## src/rtl/ddr_native_burst_arbiter.sv

```systemverilog
// Round-robin arbiter that multiplexes two burst requesters onto one MIG native app interface.
// Read returns are steered to their owner through a small in-order FIFO of {port, len}.
module ddr_native_burst_arbiter #(
  parameter int ADDR_WIDTH = 27,
  parameter int DATA_WIDTH = 256,
  parameter int ADDR_INC   = 8,
  parameter int ORD_DEPTH  = 4
) (
  input  logic                      clock,
  input  logic                      rst,
  input  logic [1:0]                req_valid_i,
  output logic [1:0]                req_ready_o,
  input  logic [1:0]                req_write_i,
  input  logic [2*ADDR_WIDTH-1:0]   req_addr_i,
  input  logic [15:0]               req_len_i,
  input  logic [2*DATA_WIDTH-1:0]   wdata_i,
  input  logic [1:0]                wvalid_i,
  output logic [1:0]                wready_o,
  output logic [DATA_WIDTH-1:0]     rdata_o,
  output logic [1:0]                rvalid_o,
  output logic [1:0]                rlast_o,
  output logic [ADDR_WIDTH-1:0]     app_addr_o,
  output logic [2:0]                app_cmd_o,
  output logic                      app_en_o,
  input  logic                      app_rdy_i,
  output logic [DATA_WIDTH-1:0]     app_wdf_data_o,
  output logic                      app_wdf_wren_o,
  output logic                      app_wdf_end_o,
  output logic [DATA_WIDTH/8-1:0]   app_wdf_mask_o,
  input  logic                      app_wdf_rdy_i,
  input  logic [DATA_WIDTH-1:0]     app_rd_data_i,
  input  logic                      app_rd_data_valid_i,
  input  logic                      init_calib_complete_i
);

  localparam int PW = $clog2(ORD_DEPTH);

  typedef enum logic [1:0] {INIT, IDLE, WR_BURST, RD_BURST} state_e;

  state_e                state_q, state_d;
  logic                  rrPtr_q, rrPtr_d;
  logic                  gnt_q, gnt_d;
  logic [7:0]            len_q, len_d;
  logic [8:0]            cmdCnt_q, cmdCnt_d;
  logic [8:0]            datCnt_q, datCnt_d;
  logic [ADDR_WIDTH-1:0] addr_q, addr_d;

  logic [8:0]            ordMem_q [ORD_DEPTH];
  logic [PW:0]           wrPtr_q, wrPtr_d;
  logic [PW:0]           rdPtr_q, rdPtr_d;
  logic [8:0]            rdBeat_q, rdBeat_d;

  logic [1:0]            eligible;
  logic                  sel, selWrite;
  logic [7:0]            selLen;
  logic [ADDR_WIDTH-1:0] selAddr;
  logic                  cmdActive, dataActive, cmdFire, datFire;
  logic [8:0]            lenPlus;
  logic                  pushEn, ordFull, ordEmpty, beatValid, popEn;
  logic                  headPort;
  logic [7:0]            headLen;

  always_comb begin
    state_d     = state_q;
    rrPtr_d     = rrPtr_q;
    gnt_d       = gnt_q;
    len_d       = len_q;
    cmdCnt_d    = cmdCnt_q;
    datCnt_d    = datCnt_q;
    addr_d      = addr_q;
    req_ready_o = '0;
    wready_o    = '0;
    app_cmd_o   = 3'b111;
    pushEn      = 1'b0;

    // Reads are held off while the order FIFO cannot take another burst.
    eligible[0] = req_valid_i[0] && (req_write_i[0] || !ordFull);
    eligible[1] = req_valid_i[1] && (req_write_i[1] || !ordFull);
    sel         = (&eligible) ? ~rrPtr_q : ~eligible[0];
    selWrite    = sel ? req_write_i[1] : req_write_i[0];
    selLen      = sel ? req_len_i[15:8] : req_len_i[7:0];
    selAddr     = sel ? req_addr_i[2*ADDR_WIDTH-1:ADDR_WIDTH] : req_addr_i[ADDR_WIDTH-1:0];

    cmdActive  = ((state_q == WR_BURST) || (state_q == RD_BURST)) && (cmdCnt_q <= {1'b0, len_q});
    dataActive = (state_q == WR_BURST) && (datCnt_q <= {1'b0, len_q});
    cmdFire    = cmdActive && app_rdy_i;
    datFire    = dataActive && app_wdf_rdy_i && (gnt_q ? wvalid_i[1] : wvalid_i[0]);
    lenPlus    = {1'b0, len_q} + 9'd1;

    if (dataActive && app_wdf_rdy_i) wready_o[gnt_q] = 1'b1;
    if (cmdFire) begin
      cmdCnt_d = cmdCnt_q + 9'd1;
      addr_d   = addr_q + ADDR_WIDTH'(ADDR_INC);
    end
    if (datFire) datCnt_d = datCnt_q + 9'd1;

    case (state_q)
      INIT: if (init_calib_complete_i) state_d = IDLE;
      IDLE: begin
        if (|eligible) begin
          req_ready_o[sel] = 1'b1;
          state_d  = selWrite ? WR_BURST : RD_BURST;
          rrPtr_d  = sel;
          gnt_d    = sel;
          len_d    = selLen;
          addr_d   = selAddr;
          cmdCnt_d = '0;
          datCnt_d = '0;
          pushEn   = !selWrite;
        end
      end
      WR_BURST: begin
        app_cmd_o = 3'b000;
        // Data may lead or lag the commands; leave only once both have completed.
        if ((cmdCnt_d == lenPlus) && (datCnt_d == lenPlus)) state_d = IDLE;
      end
      RD_BURST: begin
        app_cmd_o = 3'b001;
        if (cmdCnt_d == lenPlus) state_d = IDLE;
      end
      default: state_d = INIT;
    endcase
  end

  always_comb begin
    wrPtr_d   = wrPtr_q;
    rdPtr_d   = rdPtr_q;
    rdBeat_d  = rdBeat_q;
    rvalid_o  = '0;
    rlast_o   = '0;
    ordEmpty  = (wrPtr_q == rdPtr_q);
    ordFull   = (wrPtr_q[PW] != rdPtr_q[PW]) && (wrPtr_q[PW-1:0] == rdPtr_q[PW-1:0]);
    headPort  = ordMem_q[rdPtr_q[PW-1:0]][8];
    headLen   = ordMem_q[rdPtr_q[PW-1:0]][7:0];
    // A return beat with nothing outstanding has no owner and is discarded.
    beatValid = app_rd_data_valid_i && !ordEmpty;
    popEn     = beatValid && (rdBeat_q == {1'b0, headLen});

    if (beatValid) begin
      rvalid_o[headPort] = 1'b1;
      rdBeat_d           = rdBeat_q + 9'd1;
    end
    if (popEn) begin
      rlast_o[headPort] = 1'b1;
      rdBeat_d          = '0;
      rdPtr_d           = rdPtr_q + 1'b1;
    end
    if (pushEn) wrPtr_d = wrPtr_q + 1'b1;
  end

  always_ff @(posedge clock or posedge rst) begin
    if (rst) begin
      state_q  <= INIT;
      rrPtr_q  <= 1'b1;
      gnt_q    <= 1'b0;
      len_q    <= '0;
      cmdCnt_q <= '0;
      datCnt_q <= '0;
      addr_q   <= '0;
      wrPtr_q  <= '0;
      rdPtr_q  <= '0;
      rdBeat_q <= '0;
    end else begin
      state_q  <= state_d;
      rrPtr_q  <= rrPtr_d;
      gnt_q    <= gnt_d;
      len_q    <= len_d;
      cmdCnt_q <= cmdCnt_d;
      datCnt_q <= datCnt_d;
      addr_q   <= addr_d;
      wrPtr_q  <= wrPtr_d;
      rdPtr_q  <= rdPtr_d;
      rdBeat_q <= rdBeat_d;
    end
  end

  always_ff @(posedge clock) begin
    if (pushEn) ordMem_q[wrPtr_q[PW-1:0]] <= {sel, selLen};
  end

  assign app_en_o       = cmdActive;
  assign app_addr_o     = addr_q;
  assign app_wdf_data_o = gnt_q ? wdata_i[2*DATA_WIDTH-1:DATA_WIDTH] : wdata_i[DATA_WIDTH-1:0];
  assign app_wdf_wren_o = datFire;
  assign app_wdf_end_o  = 1'b1;
  assign app_wdf_mask_o = '0;
  assign rdata_o        = app_rd_data_i;

endmodule

```

## config.mk

```make
export PLATFORM = sky130hd
export DESIGN_NAME = ddr_native_burst_arbiter
export DESIGN_NICKNAME = d
export VERILOG_FILES = /design/src/rtl/ddr_native_burst_arbiter.sv
export SDC_FILE = /design/constraint.sdc
export NUM_CORES = 1
export LEC_CHECK = 0
export CAP_MARGIN = 20
export CELL_PAD_IN_SITES_DETAIL_PLACEMENT = 1
export CELL_PAD_IN_SITES_GLOBAL_PLACEMENT = 2
export CORE_AREA = 2 2 558 560
export DETAILED_ROUTE_END_ITERATION = 16
export DIE_AREA = 0 0 560 562
export PLACE_DENSITY = 0.35
export REMOVE_ABC_BUFFERS = 1
export SYNTH_ARGS = -nofsm -noshare
export SYNTH_HDL_FRONTEND = slang
export SYNTH_SLANG_ARGS = --single-unit
```

## constraint.sdc

```tcl
create_clock -name clock -period 3.85 [get_ports clock]
set_input_delay 0.77 -clock clock [delete_from_list [all_inputs] [get_ports clock]]
set_output_delay 0.77 -clock clock [all_outputs]
set_load 0.05 [all_outputs]
```

==> results.cfg <==
[layout]
final_common_cell = clkdlybuf4s50_1
filler_cell_count = 36574
final_area_um2 = 24110
area_growth_pct = 113.4
ff_latch_area_um2 = 2889
final_util = 0.07821
multi_input_area_um2 = 6100
final_cell_mix = clkdlybuf4s50_1, mux2_2, buf_4
drive_gt1_frac = 0.3298
final_nets = 2660

[clocking]
clock_latency_ns = 0.40
cts_hold_buffers = 0
cts_max_level = 3
numClockSinks = 108
cts_made_buffers = 9
cts.clk_slew.worst_paths_ns = 0.09
root_buffer = clkbuf_16
clk_path_buf_depth = 2
cts_tree = done

[timing]
worst_slack_ns = 0.1203
worstMarginPinSlew_ns = 0.8776
min_period_ns = 3.730
skew_ns = 0.01994
max_clock_freq_mhz = 268.1
finalSetupViolations = 0
slew-limit-headroom = 0.4150
hold_viol = 0
rsz0062_at_grt = false
period_share = 0.9687
drv_slew = 0

[global_route]
grt_max_degree = 74
gr-usage-all-layers = 0.1751
antenna_found_initial = 107
overflow = 0
grt_pass1_vias = 13185
grt_pass1_wl_mm = 317.2

[outcome]
status = completed

[power_and_ir_drop]
p_int_mw = 3.676
power.share.switching = 0.5195
clockPowerShare = 0.138
static-leakage-power_nw = 7.959
ir_worst_vdd_v = 0.0002076
power_frac_comb = 0.648
powerDensity_nw_per_um2 = 317.2
switchingPower_mw = 3.974
seqPwrFrac = 0.214

[worst_hold_path]
hold_depth = 1
min_to = wrPtr_q[2]
min_from = wrPtr_q[2]
hp-class = register to register

[drt]
dr.first_iter.drc_count = 1288
vias = 13720
post_drt_wl_per_cell_um = 48.15
drc_errors = 0
drt_pass1_iterations = 5
viasPerCell = 2.311
drt-total-wl_mm = 285.8
ant_nets = 0

[die]
die_h_um = 562
die_x_um = 560
io_pins = 1435
std_cell_rows = 204
core_um2 = 308300
dieArea_um2 = 314700
start_util = 0.03665

[setup_path]
rrSetupSlack_ns = 0.26
crit_type = register to output pin
end_kind = output pin
cp_data_required_time_ns = 3.08
reg2reg_depth = 12
worstSetupStartpointType = register
crit_fanout = 6
r2r_start = len_q[7]
r2r-end = state_q[1]
cp_data_arrival_time_ns = 2.96

[placement]
dp_hpwl_mm = 252.4
port_buffers = 889
place.gp.congestion = 0.9928
dp_slack_ns = 0.08597
placed_area_um2 = 23710

[synthesis]
yosysTopAreaCell = mux2_2
yosysWarnings = 0
synth_seq_cells = 108
ys_seq_area_frac = 0.2552
yosys.cell_types.count = 56
synth_area_per_cell_um2 = 9.870
syn_inst = 1145
synth_area_um2 = 11300
ys.flop_type = dfrtp_1
yosysTopAreaCellShare = 0.2651
synthArstFlopShare = 0.6667
synth_edf_count = 36
ys_top_cells_by_area = mux2_2, buf_4, dfrtp_1

[job]
maxCapViolCount = 0
-- area by class of cell --
type,count,share of cell area
sequential,108,0.1198
multi-input combinational,708,0.2529
inverter,21,0.003321
timing repair buffer,936,0.3946
clock buffer,9,0.009339
antenna,27,0.002802
tap,4120,0.2138
clock inverter,7,0.003373
-- power by group through the flow --
stage	clock (mW)	combinational, mW	sequential (mW)
final	1.06	4.96	1.64
after global routing	1.15	5.22	1.68
after CTS	1.12	5.10	1.65
after detailed placement	0	5.08	1.67
after global placement	0	5.09	1.68
after floorplan	0	2.13	1.81
-- registers in the layout, indices dropped and copies added, names as in the netlist --
| register | flops |
|---|---|
| rrPtr_q | 1 |
| app_addr_o | 27 |
| rdBeat_q | 9 |
| gnt_q | 1 |
| datCnt_q | 9 |
| state_q | 2 |
| ordMem_q | 36 |
| cmdCnt_q | 9 |
| len_q | 8 |
| rdPtr_q | 3 |
| wrPtr_q | 3 |
-- worst max path at each step --
| stage | startpoint | to | slack (ns) | depth (start not counted) |
|---|---|---|---|---|
| after global placement | rdPtr_q[0] | rlast_o[0] | 0.02 | 7 |
| after floorplan | gnt_q | state_q[1] | -4.41 | 8 |
| final | rdPtr_q[0] | rlast_o[0] | 0.12 | 8 |
| after global routing | rdPtr_q[0] | rlast_o[0] | 0.02 | 8 |
| after detailed placement | wvalid_i[1] | state_q[1] | 0.09 | 10 |
| after CTS | rdPtr_q[0] | rlast_o[0] | 0.009 | 8 |
-- per-stage QoR --
step	hold slack, ns	setup TNS, ns	total power [mW]	instances
final	0.4875	0	7.650	5936
after global routing	0.5062	0	8.048	5930
after CTS	0.4918	0	7.880	5908
after floorplan	0.4604	-1002.87	3.942	837
after global placement	0.4780	0	6.769	5890
after detailed placement	0.4761	0	6.751	5890
-- critical path, stage by stage (launching register included) --
cell and delay [ns]:
dfrtp_2 0.49, mux4_2 0.56, xnor2_1 0.17, nand4_1 0.16, or4_4 0.56, nor4_4 0.14, buf_4 0.18, nor2b_4 0.17
buf_12 0.14
-- metal layers --
metal / wire length, um / vias up / global-route usage
met1: 105100 / 6426 / 0.1788
met2: 108600 / 1903 / 0.2356
met5: 5693 / - / 0.1307
met3: 59980 / 281 / 0.1812
li1: - / 5006 / -
met4: 6427 / 104 / 0.03147
-- kinds of logic after synthesis --
kind of cell / synth area share
buf+inv: 0.2176
mux: 0.2940
simple gates: 0.08370
flops: 0.2552
compound gates: 0.05746
xor+xnor: 0.06267
fa+ha+maj: 0.02879
other cells: 0.0006646
-- what timing repair did --
action,in CTS,in global routing
pin swaps,1,0
setup endpoints to repair,2,6
buffers inserted,2,1
gates resized for setup,3,7
-- Yosys cell counts (14+ instances only) --
| master | n |
|---|---|
| nor2_1 | 53 |
| inv_1 | 21 |
| mux2_2 | 266 |
| edfxtp_1 | 36 |
| ha_1 | 26 |
| a21oi_1 | 14 |
| nand3_1 | 17 |
| nand4_1 | 20 |
| o21ai_0 | 38 |
| nand2_1 | 38 |
| clkbuf_1 | 41 |
| and3_1 | 18 |
| buf_4 | 290 |
| xnor2_1 | 35 |
| dfrtp_1 | 71 |
| a22oi_1 | 23 |
| xor2_1 | 44 |
(Power assumes the default switching activity.)
